<file path="config.mk">
export PLATFORM = sky130hd
export DESIGN_NAME = axis_y_packer
export DESIGN_NICKNAME = d
export VERILOG_FILES = /design/src/rtl/axis_y_packer_pkg.sv /design/src/rtl/axis_y_packer_out_reg.sv /design/src/rtl/axis_y_packer.sv
export SDC_FILE = /design/constraint.sdc
export NUM_CORES = 1
export LEC_CHECK = 0
export BUFFER_PORTS_ARGS = -buffer_cell sky130_fd_sc_hd__buf_2
export CAP_MARGIN = 10
export CORE_MARGIN = 2
export CORE_UTILIZATION = 50
export CTS_CLUSTER_SIZE = 24
export DETAILED_ROUTE_END_ITERATION = 12
export GPL_TIMING_DRIVEN = 0
export PLACE_DENSITY = 0.78
export SETUP_SLACK_MARGIN = 0.1
export SLEW_MARGIN = 30
export SYNTH_ARGS = -nofsm -noshare
export SYNTH_HDL_FRONTEND = slang
export SYNTH_HIERARCHICAL = 1
export SYNTH_SLANG_ARGS = --single-unit
</file>
<file path="constraint.sdc">
create_clock -name clk -period 5.8 [get_ports clk]
set_input_delay 0.87 -clock clk [delete_from_list [all_inputs] [get_ports clk]]
set_output_delay 0.87 -clock clk [all_outputs]
set_load 0.05 [all_outputs]
</file>
<file path="src/rtl/axis_y_packer_pkg.sv">
// axis_y_packer_pkg
//   Shared types and helpers for the Y-stream to AXI-Stream packer.
//   pack_mode  : selects pass-through, upsize or downsize from the two widths
//   pack_ratio : packing ratio K = max(w_in, axi_width) / min(w_in, axi_width)
//   keep_mask  : low n_bytes bits set, clipped to keep_w, KEEP_MAX bits wide
package axis_y_packer_pkg;

    typedef enum logic [1:0] {PK_PASS, PK_UP, PK_DOWN} pack_mode_e;

    // Widest tkeep the helper can build (AXI_WIDTH up to 1024 bits).
    localparam int KEEP_MAX = 128;

    function automatic pack_mode_e pack_mode(input int w_in, input int axi_width);
        if (w_in == axi_width)
            return PK_PASS;
        else if (axi_width > w_in)
            return PK_UP;
        else
            return PK_DOWN;
    endfunction

    function automatic int pack_ratio(input int w_in, input int axi_width);
        return (w_in > axi_width) ? (w_in / axi_width) : (axi_width / w_in);
    endfunction

    function automatic logic [KEEP_MAX-1:0] keep_mask(input int n_bytes, input int keep_w);
        logic [KEEP_MAX-1:0] m;
        m = '0;
        for (int i = 0; i < KEEP_MAX; i++) begin
            if (i < n_bytes && i < keep_w)
                m[i] = 1'b1;
        end
        return m;
    endfunction

endpackage

</file>
<file path="src/rtl/axis_y_packer_out_reg.sv">
// axis_y_out_reg
//   Output holding register for the packer: one AXI-Stream beat with
//   valid/ready. A load takes priority over draining; the parent only loads
//   when free is high, so a held beat is never overwritten.
// Ports:
//   clk, rst                      clock, synchronous active-high reset
//   load, load_data/keep/last     beat to capture at the next rising edge
//   m_axis_tdata/tkeep/tvalid/tlast  registered stream outputs
//   m_axis_tready                 sink ready
//   free                          register is empty or drains this cycle
module axis_y_out_reg #(
    parameter int AXI_WIDTH = 128
) (
    input  logic                   clk,
    input  logic                   rst,
    input  logic                   load,
    input  logic [AXI_WIDTH-1:0]   load_data,
    input  logic [AXI_WIDTH/8-1:0] load_keep,
    input  logic                   load_last,
    output logic [AXI_WIDTH-1:0]   m_axis_tdata,
    output logic [AXI_WIDTH/8-1:0] m_axis_tkeep,
    output logic                   m_axis_tvalid,
    output logic                   m_axis_tlast,
    input  logic                   m_axis_tready,
    output logic                   free
);

    always_ff @(posedge clk) begin
        if (rst) begin
            m_axis_tvalid <= 1'b0;
            m_axis_tlast  <= 1'b0;
            m_axis_tdata  <= '0;
            m_axis_tkeep  <= '0;
        end else if (load) begin
            m_axis_tvalid <= 1'b1;
            m_axis_tdata  <= load_data;
            m_axis_tkeep  <= load_keep;
            m_axis_tlast  <= load_last;
        end else if (m_axis_tready) begin
            m_axis_tvalid <= 1'b0;
            m_axis_tlast  <= 1'b0;
        end
    end

    assign free = !m_axis_tvalid || m_axis_tready;

endmodule

</file>
<file path="src/rtl/axis_y_packer.sv">
// axis_y_packer
//   Repacks R-lane x WY-bit Y vectors into AXI_WIDTH-bit AXI-Stream beats
//   (tkeep/tlast) for the S2MM write channel. Upsize packs K vectors per
//   beat (first vector in the LSBs); downsize emits one vector as K beats,
//   low slice first; equal widths give a single registered stage.
// Ports:
//   clk, rst                 clock, synchronous active-high reset
//   s_axis_tdata/tvalid/tready/tlast   Y vector input, lane 0 in LSBs
//   m_axis_tdata/tkeep/tvalid/tready/tlast  packed output stream
//   beat_count, xfer_count   only with AXIS_Y_PACKER_CNT_EN defined: number
//                            of output handshakes / of tlast beats (wrapping)
// Build option: define AXIS_Y_PACKER_CNT_EN to add the two counters.
module axis_y_packer
    import axis_y_packer_pkg::*;
#(
    parameter int R         = 8,
    parameter int WY        = 32,
    parameter int AXI_WIDTH = 128
) (
    input  logic                   clk,
    input  logic                   rst,
    input  logic [R*WY-1:0]        s_axis_tdata,
    input  logic                   s_axis_tvalid,
    output logic                   s_axis_tready,
    input  logic                   s_axis_tlast,
    output logic [AXI_WIDTH-1:0]   m_axis_tdata,
    output logic [AXI_WIDTH/8-1:0] m_axis_tkeep,
    output logic                   m_axis_tvalid,
    input  logic                   m_axis_tready,
`ifdef AXIS_Y_PACKER_CNT_EN
    output logic [31:0]            beat_count,
    output logic [15:0]            xfer_count,
`endif
    output logic                   m_axis_tlast
);

    localparam int         W_IN   = R * WY;
    localparam int         KEEP_W = AXI_WIDTH / 8;
    localparam pack_mode_e MODE   = pack_mode(W_IN, AXI_WIDTH);
    localparam int         K      = pack_ratio(W_IN, AXI_WIDTH);

    if ((W_IN % 8) != 0 || (AXI_WIDTH % 8) != 0) begin : g_bad_bytes
        $fatal(1, "axis_y_packer: W_IN and AXI_WIDTH must be byte multiples");
    end
    if ((W_IN % AXI_WIDTH) != 0 && (AXI_WIDTH % W_IN) != 0) begin : g_bad_ratio
        $fatal(1, "axis_y_packer: W_IN and AXI_WIDTH must divide one another");
    end
    if (KEEP_W > KEEP_MAX) begin : g_bad_keep
        $fatal(1, "axis_y_packer: AXI_WIDTH too wide for keep_mask");
    end

    logic                 load;
    logic [AXI_WIDTH-1:0] load_data;
    logic [KEEP_W-1:0]    load_keep;
    logic                 load_last;
    logic                 free;

    axis_y_out_reg #(.AXI_WIDTH(AXI_WIDTH)) u_out_reg (
        .clk           (clk),
        .rst           (rst),
        .load          (load),
        .load_data     (load_data),
        .load_keep     (load_keep),
        .load_last     (load_last),
        .m_axis_tdata  (m_axis_tdata),
        .m_axis_tkeep  (m_axis_tkeep),
        .m_axis_tvalid (m_axis_tvalid),
        .m_axis_tlast  (m_axis_tlast),
        .m_axis_tready (m_axis_tready),
        .free          (free)
    );

    if (MODE == PK_DOWN) begin : g_down
        localparam int IDX_W = $clog2(K);

        logic [W_IN-1:0]  sr;         // slices not yet handed to the output register
        logic [IDX_W-1:0] idx;        // slice currently held in the output register
        logic             busy;
        logic             word_last;
        logic             at_last;
        logic             in_fire;
        logic             out_fire;

        assign at_last  = (idx == IDX_W'(K - 1));
        // While the final slice is held the output register is full, so free
        // equals m_axis_tready there.
        assign s_axis_tready = !busy || (at_last && free);
        assign in_fire  = s_axis_tvalid && s_axis_tready;
        assign out_fire = m_axis_tvalid && m_axis_tready;

        // A new word and a slice advance can never coincide: a word is only
        // accepted when nothing or the final slice is held.
        always_comb begin
            load      = in_fire || (out_fire && !at_last);
            load_data = in_fire ? s_axis_tdata[AXI_WIDTH-1:0] : sr[AXI_WIDTH-1:0];
            load_keep = '1;
            load_last = in_fire ? 1'b0 : (word_last && idx == IDX_W'(K - 2));
        end

        always_ff @(posedge clk) begin
            if (rst) begin
                sr        <= '0;
                idx       <= '0;
                busy      <= 1'b0;
                word_last <= 1'b0;
            end else if (in_fire) begin
                sr        <= s_axis_tdata >> AXI_WIDTH;
                idx       <= '0;
                busy      <= 1'b1;
                word_last <= s_axis_tlast;
            end else if (out_fire) begin
                if (at_last) begin
                    busy <= 1'b0;
                end else begin
                    idx <= idx + IDX_W'(1);
                    sr  <= sr >> AXI_WIDTH;
                end
            end
        end
    end else begin : g_up
        // Also covers K == 1: cnt stays at 0 and every accept completes a beat.
        localparam int CNT_W = (K > 1) ? $clog2(K) : 1;

        logic [AXI_WIDTH-1:0] acc;
        logic [CNT_W-1:0]     cnt;
        logic [AXI_WIDTH-1:0] word_at_cnt;
        logic                 in_fire;
        logic                 done;

        assign s_axis_tready = free;
        assign in_fire     = s_axis_tvalid && s_axis_tready;
        assign done        = (cnt == CNT_W'(K - 1)) || s_axis_tlast;
        assign word_at_cnt = AXI_WIDTH'(s_axis_tdata) << (int'(cnt) * W_IN);

        // Slots above cnt are zero because acc is cleared on every completed beat.
        always_comb begin
            load      = in_fire && done;
            load_data = acc | word_at_cnt;
            load_keep = KEEP_W'(keep_mask((int'(cnt) + 1) * W_IN / 8, KEEP_W));
            load_last = s_axis_tlast;
        end

        always_ff @(posedge clk) begin
            if (rst) begin
                acc <= '0;
                cnt <= '0;
            end else if (in_fire) begin
                if (done) begin
                    acc <= '0;
                    cnt <= '0;
                end else begin
                    acc <= acc | word_at_cnt;
                    cnt <= cnt + CNT_W'(1);
                end
            end
        end
    end

`ifdef AXIS_Y_PACKER_CNT_EN
    always_ff @(posedge clk) begin
        if (rst) begin
            beat_count <= '0;
            xfer_count <= '0;
        end else if (m_axis_tvalid && m_axis_tready) begin
            beat_count <= beat_count + 32'd1;
            if (m_axis_tlast)
                xfer_count <= xfer_count + 16'd1;
        end
    end
`endif

endmodule

</file>
======== Word level (Yosys, flattened, before mapping) ========
Index checks and enable logic that the tools add are counted.
storage, ports and cells
  register bits after elaboration ......... 262
  latch bits .............................. 0
  RAM bits ................................ 0
  bits in read-only memories .............. 0
  output and inout port bits .............. 147
  word-level logic and storage cells ...... 40
  memories kept ........................... 0
cells by class
  $add $sub $neg .......................... 1
  $mul .................................... 0
  divide/modulo/power cells ............... 0
  $lt $le $gt $ge ......................... 0
  eq/ne operators ......................... 1
  shift-type cells ........................ 0
  muxes and demuxes ....................... 12
  bitwise gates (word level) .............. 1
  reduce and logical (&&, ||, !) cells .... 17
operators with widths
  operator                                               number
  2-to-1 mux 128 bit                                     4
  2-to-1 mux 1 bit                                       8
  nonzero test 2 bit                                     3
  logical AND 1 bit                                      5
  AND reduction 2 bit                                    2
  logical NOT 1 bit                                      3
  logical OR 1 bit                                       3
  inequality test 2 x 1 -> 1 bit, second input constant  1
  OR reduction 2 bit                                     1
  adder 1 bit, second input constant                     1
  NOT 1 bit                                              1

======== Longest topological paths before layout ========
Gate-level depths: netlist of the first run.
  depth after elaboration ................. 7
  mapped depth ............................ 11
  mapped depth without buffers ............ 6

======== By module ========
Netlist of the first run, hierarchy kept.
by module, submodules not included
  module          times used  cells each  area each (µm²)
  axis_y_packer   1           759         7729.9
  axis_y_out_reg  1           472         5315.1

======== Least setup slack after synthesis of the first run ========
Ideal clock, no wire load.
  path type ............................... input to output
  from .................................... input m_axis_tready
  to ...................................... output s_axis_tready
  arrival ................................. 1828 ps
  data required time ...................... 4930 ps
  slack ................................... 3102 ps
  cell stages on the path ................. 4
  path buffers ............................ 2
  path through ............................ nand2b_1 -> a21bo_1 -> buf_2 -> clkbuf_1
on the way
  cells in the longest elaborated chain, start to end .. 3
RTL lines
  item               RTL line                     RTL
  start, declared    axis_y_packer.sv:29          input logic m_axis_tready,
  logical OR 1 bit   axis_y_packer_out_reg.sv:45  assign free = !m_axis_tvalid || m_axis_tready;
  logical AND 1 bit  axis_y_packer.sv:87          assign s_axis_tready = !busy || (at_last && free);
  logical OR 1 bit   axis_y_packer.sv:87
  end, declared      axis_y_packer.sv:24          output logic s_axis_tready,
No other way between the ends.

======== Worst setup path after layout of the first run ========
  from .................................... input m_axis_tready
  to ...................................... output s_axis_tready
on the way
  cells in the longest elaborated chain, start to end .. 3
RTL lines
  item               RTL line                     RTL
  logical OR 1 bit   axis_y_packer_out_reg.sv:45
  named net free     axis_y_packer.sv:56          logic free;
  logical AND 1 bit  axis_y_packer.sv:87
  logical OR 1 bit   axis_y_packer.sv:87
The timed path passes the listed nets, and every way through them passes these cells.

==> results of run 1 <==
==> tightest hold or removal path, cell delays in order, from the launching register on <==
cell	delay (ns)
dfxtp_1	0.32
nand2_1	0.05
a21oi_1	0.05
==> sequential cells by signal, summed over array words and instances, names as in the netlist <==
register	count
g_down.busy	1
u_out_reg/m_axis_tvalid	1
g_down.sr	128
u_out_reg/m_axis_tkeep	16
u_out_reg/m_axis_tdata	128
g_down.at_last	1
u_out_reg/m_axis_tlast	1
g_down.word_last	1
==> cell type report <==
class | instances | area (um2)
sequential | 277 | 5550
timing repair buffer | 405 | 2030
fill | 2157 | 9300
clock inverter | 5 | 32.5
clock buffer | 47 | 916
multi-input combinational | 835 | 6690
tap | 335 | 419
inverter | 1 | 3.75
buffer | 133 | 861
antenna | 18 | 45.0
==> layer usage <==
metal,part of all wire,vias up,routed length [um]
li1,-,5332,-
met1,0.40,5427,16000
met2,0.48,493,19100
met3,0.075,98,2980
met4,0.037,0,1490
met5,0,-,0
==> cells in the final DEF, fill, tap and decap left out, types with 2 or more instances in the layout <==
cell type / instances
a21oi_1: 4
buf_12: 15
buf_2: 415
buf_6: 14
clkbuf_1: 102
clkbuf_16: 31
clkbuf_8: 8
clkinv_2: 3
conb_1: 16
dfxtp_1: 277
diode_2: 18
mux2_2: 29
mux2_4: 99
mux2i_1: 144
nand2_1: 4
nand2b_1: 2
nand3b_1: 129
nand4b_1: 129
nor2_1: 144
o21ai_0: 129
==> power by group <==
group | switching (W) | internal (W)
logic | 0.000664 | 0.000467
clock network | 0.000776 | 0.00107
registers | 0.0000719 | 0.00203
==> metrics by stage <==
step                      worst slack, ns  instance area [um2]  hold slack [ns]  utilization
final                                2.78                16500            0.471        0.640
after global routing                 2.70                16500            0.494        0.640
after CTS                            2.80                16500            0.470        0.638
after detailed placement             2.41                15500            0.462        0.602
after global placement               2.48                15500            0.445        0.602
after floorplan                      3.10                13100            0.433            -
==> cell families after synthesis <==
family	after synthesis	share of synthesized area
flip-flops	277	0.425
buffers and inverters	134	0.0663
multiplexers	272	0.249
other	1	0.000287
AO/OA/AOI/OAI	134	0.0518
AND/OR/NAND/NOR	413	0.207
==> worst max path at each step <==
stage / endpoint / slack [ns] / startpoint / depth (start not counted)
floorplan: s_axis_tready / 3.10 / m_axis_tready / 4
global placement: u_out_reg/m_axis_tdata[25]$_SDFFE_PP0P_ / 2.48 / s_axis_tvalid / 9
detailed placement: u_out_reg/m_axis_tdata[37]$_SDFFE_PP0P_ / 2.41 / s_axis_tvalid / 9
CTS: s_axis_tready / 2.80 / m_axis_tready / 6
global route: s_axis_tready / 2.70 / m_axis_tready / 6
finish: s_axis_tready / 2.78 / m_axis_tready / 6
==> impl_metrics.tcl, run 1 <==
set metrics [dict create \
    status "complete, no violations" \
    grt-busiest-layer "met2" \
    grt_use_met3 0.0552 \
    r2r_slack_ns 3.09 \
    async_flop_share 0 \
    tns_ns 0 \
    max_cap_viol_count 0 \
    finalClockSkew_ns 0.00975 \
    critPathTopFamily "buffers and inverters" \
    grtUsageMet2 0.448 \
    cp_common_cell "buf_2" \
    hold_end "g_down.busy$_SDFFE_PP0P_" \
    hpwl_mm 28.9 \
    cpPeakStageDelay_ns 0.39 \
    ys_warn_count 6 \
    crit_chain "buf_2, nand2b_1, a21bo_1, buf_2, clkbuf_1, buf_2" \
    clockRootBuffer "clkbuf_16" \
    worstHoldPathCells 2 \
    ys_seq_area_frac 0.425 \
    post-route-period-util 0.520 \
    ant_nets 0 \
    grt_util_all_layers 0.270 \
    r2r_start "u_out_reg/m_axis_tvalid$_SDFFE_PP0P_" \
    yosysMostFrequentCell "dfxtp_1" \
    routed_wl_mm 39.6 \
    place.port_buffers 405 \
    vdd_drop_max_mv 0.220 \
    final-setup-viol-count 0 \
    yosysTopAreaCell "dfxtp_1" \
    synth_cell_types 23 \
    path_max_fanout 10 \
    drv_slew 0 \
    viasPerCell 5.52 \
    vias 11350 \
    ys_seq_elements 277 \
    slew_headroom 0.329 \
    io_pins 408 \
    core-area_um2 25800 \
    criticalPathCategory "in2out" \
    gp_congestion 0.846 \
    path_buf_inv 4 \
    finish.net_count 1944 \
    die_width_um 166 \
    grt_overflow 0 \
    dr.pass1.iters 5 \
    syn-instance-count 1231 \
    hp-class "reg2reg" \
    grt_first_pass_wirelength_mm 58.4 \
    synthTopCellsByCount "277 x dfxtp_1, 144 x mux2i_1, 144 x nor2_1" \
    cts_buffers 30 \
    postCtsResizedCells 0 \
    start_util 0.505 \
    clk_latency_ns 0.55 \
    p_per_area_nw_per_um2 308 \
    power_leakage_nw 7.45 \
    clock.fmax_ghz 0.331 \
    drc_errors 0 \
    required_ns 4.93 \
    placed_cells 1986 \
    worst_slew_pin_slew_ns 1.01 \
    synth-edff-count 0 \
    drive_gt1_frac 0.362 \
    hold_viol 0 \
    grt_setup_unrepaired "false" \
    cts.clk_slew.worst_paths_ns 0.06 \
    cts_sinks 277 \
    clk_path_buf_depth 3 \
    syn2layout_area_growth_pct 26.8 \
    antenna_found_initial 12 \
    die-area_um2 27400 \
    wire_per_inst_um 19.3 \
    synthTopCellsByArea "dfxtp_1 43%, mux2_4 11%, mux2i_1 11%, nand4b_1 8.7%, nand3b_1 7.4%" \
    fin_cells 2056 \
    netlist_area_um2 13000 \
    cp_slowest_cell "clkbuf_1" \
    p_total_w 0.00509 \
    drt-initial-drc-count 750 \
    crit_arrival_ns 2.15 \
    end_kind "primary output" \
    cts_tree "done" \
    cts_setup_buffers 0 \
    cts_max_level 1 \
    synth_flop_cell "dfxtp_1" \
    reg2regPathDepth 10 \
    die_y_um 166 \
    synth_top_cell_area_share 0.425 \
    grt_max_degree 15 \
    rows 59 \
    crit_path_start_kind "input port" \
    fin_crit_ns 3.02 \
    rr_endpoint "u_out_reg/m_axis_tdata[64]$_SDFFE_PP0P_" \
    ctsHoldBuffers 0 \
    syn_avg_cell_area_um2 10.6 \
    grt_pass1_vias 10968 \
    use_met1 0.337 \
    min-delay-start "g_down.busy$_SDFFE_PP0P_" \
]
(Power assumes the default switching activity.)
==> run 2: changes to the inputs <==
--- a/config.mk
+++ b/config.mk
@@ -5,14 +5,15 @@
 export SDC_FILE = /design/constraint.sdc
 export NUM_CORES = 1
 export LEC_CHECK = 0
+export ABC_AREA = 1
 export BUFFER_PORTS_ARGS = -buffer_cell sky130_fd_sc_hd__buf_2
 export CAP_MARGIN = 10
 export CORE_MARGIN = 2
-export CORE_UTILIZATION = 50
+export CORE_UTILIZATION = 46
 export CTS_CLUSTER_SIZE = 24
 export DETAILED_ROUTE_END_ITERATION = 12
 export GPL_TIMING_DRIVEN = 0
-export PLACE_DENSITY = 0.78
+export PLACE_DENSITY = 0.76
 export SETUP_SLACK_MARGIN = 0.1
 export SLEW_MARGIN = 30
 export SYNTH_ARGS = -nofsm -noshare
==> constraint.sdc (replaced) <==
create_clock -name clk -period 2.6 [get_ports clk]
set_input_delay 0.39 -clock clk [delete_from_list [all_inputs] [get_ports clk]]
set_output_delay 0.39 -clock clk [all_outputs]
set_load 0.05 [all_outputs]
==> run 2 against run 1 <==
Register-to-register slack got worse by 2.7 ns. First-iteration DRC count fell by 1.9%. Synthesized area fell by 3.2%. Highest routed layer is now met5. Routed wire length fell by 0.41%. Global-route usage fell by 0.46 points.
==> impl_metrics.tcl, run 2 <==
set metrics [dict create \
    tns_ns 0 \
    path_max_fanout 10 \
    hold_viol 0 \
    synth_top_cell_area_share 0.439 \
    ant_nets 0 \
    p_per_area_nw_per_um2 762 \
    power_leakage_nw 8.85 \
    yosysTopAreaCell "dfxtp_1" \
    end_kind "primary output" \
    crit_arrival_ns 1.88 \
    start_util 0.469 \
    syn2layout_area_growth_pct 27.7 \
    syn_avg_cell_area_um2 6.68 \
    grt_setup_unrepaired "false" \
    final_common_cell "buf_2" \
    ys_seq_elements 277 \
    max_cap_viol_count 0 \
    viasPerCell 4.78 \
    cts.clk_slew.worst_paths_ns 0.06 \
    cts_tree "done" \
    die_width_um 170 \
    clock.fmax_ghz 0.441 \
    hp-class "in2reg" \
    ys_seq_area_frac 0.439 \
    grt_first_pass_wirelength_mm 60.9 \
    post-route-period-util 0.871 \
    core-area_um2 27000 \
    antenna_found_initial 7 \
    netlist_area_um2 12600 \
    finalClockSkew_ns 0.00651 \
    cts_sinks 277 \
    clockRootBuffer "clkbuf_16" \
    worst_slew_pin_slew_ns 0.932 \
    hpwl_mm 28.9 \
    timing.hold.ws_ns 0.0705 \
    drive_gt1_frac 0.235 \
    criticalPathCategory "reg2out" \
    vdd_drop_max_mv 0.559 \
    multi_input_area_um2 5480 \
    finish.net_count 2605 \
    syn-instance-count 1890 \
    synth-edff-count 0 \
    yosysMostFrequentCell "nor2_1" \
    synthTopCellsByArea "dfxtp_1 44%, nor2_1 12%, nand2_1 12%, inv_1 7.7%, o21a_1 7.6%" \
    synth_cell_types 20 \
    async_flop_share 0 \
    dr.pass1.iters 5 \
    final_cell_mix "473 x buf_2, 418 x nor2_1, 392 x nand2_1, 277 x dfxtp_1, 260 x inv_1" \
    synthTopCellsByCount "418 x nor2_1, 392 x nand2_1, 277 x dfxtp_1" \
    fin_crit_ns 2.27 \
    die_y_um 170 \
    crit_path_start_kind "flip-flop" \
    drv_slew 0 \
    cts_max_level 1 \
    drc_errors 0 \
    die-area_um2 28800 \
    cts_buffers 30 \
    vias 12947 \
    finalInstanceArea_um2 16100 \
    slew_headroom 0.378 \
    drt-initial-drc-count 736 \
    seqCellArea_um2 5550 \
    gp_congestion 0.896 \
    clk_path_buf_depth 3 \
    status "complete, no violations" \
    place_area_um2 15200 \
    top_regs "g_down.sr: 128 flops, u_out_reg/m_axis_tdata: 128 flops, u_out_reg/m_axis_tkeep: 16 flops" \
    clk_latency_ns 0.55 \
    placed_cells 2653 \
    grt_max_degree 15 \
    ys_warn_count 6 \
    wire_per_inst_um 14.6 \
    routed_wl_mm 39.5 \
    fin_cells 2711 \
    required_ns 2.21 \
    synth_flop_cell "dfxtp_1" \
    grt_pass1_vias 12127 \
    grt_overflow 0 \
    grt_util_all_layers 0.265 \
    place.port_buffers 407 \
    ctsHoldBuffers 0 \
    rows 60 \
    final-setup-viol-count 0 \
    n_fill_cell 2529 \
    io_pins 408 \
]
-- run 2: worst max-delay path, cell delays in order, from the launching register on --
cell and delay (ns):
dfxtp_1 0.33, nand2_1 0.10, nand2_1 0.07, nand2_2 0.12, clkbuf_1 0.35, buf_2 0.35
-- run 2: cell type report --
| class | count | share of cell area |
|---|---|---|
| diodes | 5 | 0.000776 |
| multi-input cells | 1236 | 0.340 |
| repair buffers | 407 | 0.126 |
| plain buffers | 130 | 0.0422 |
| clock buffers | 46 | 0.0572 |
| clock inverters | 7 | 0.00233 |
| inverters | 262 | 0.0611 |
| flip-flops and latches | 277 | 0.344 |
| well taps | 341 | 0.0265 |
-- run 2: layer usage --
layer,vias up,global-route usage,share of wire
li1,6655,-,-
met1,5727,0.313,0.41
met2,468,0.470,0.47
met3,93,0.0644,0.085
met4,4,0.0892,0.036
met5,-,0,0.00068
-- run 2: through the flow --
stage                     utilization  setup slack [ns]  power [W]
after floorplan                     -             0.594    0.00727
after global placement          0.562             0.112    0.00815
after detailed placement        0.562            0.0878    0.00820
after CTS                       0.598             0.282     0.0124
after global routing            0.598             0.179     0.0129
final                           0.598             0.334     0.0123
-- run 2: what timing repair did --
action | in CTS | in global routing
setup endpoints to repair | 0 | 2
gates resized for setup | 0 | 1
setup buffers | 0 | 0
-- run 2: cell families (layout without fill, tap and decap cells) --
logic type,count (synthesis),in the layout,share of synthesized area
compound gates,278,278,0.136
buf+inv,392,852,0.132
flops,277,277,0.439
other cells,1,21,0.000297
simple gates,942,942,0.293
-- run 2: power breakdown --
part	leakage, nW	switching, W	internal (W)
clock network	0.477	0.00173	0.00242
registers	2.29	0.000162	0.00467
logic	6.08	0.00231	0.000987
total	8.85	0.00421	0.00808
-- run 2: worst paths after layout --
path | endpoint | slack, ns | start | cells past startpoint
max | s_axis_tready | 0.33 | u_out_reg/m_axis_tvalid$_SDFFE_PP0P_ | 5
min reg2reg | g_down.word_last$_SDFFE_PP0P_ | 0.48 | g_down.word_last$_SDFFE_PP0P_ | 2
max reg2reg | u_out_reg/m_axis_tdata[82]$_SDFFE_PP0P_ | 0.37 | u_out_reg/m_axis_tvalid$_SDFFE_PP0P_ | 12
min | u_out_reg/m_axis_tvalid$_SDFFE_PP0P_ | 0.07 | rst | 2
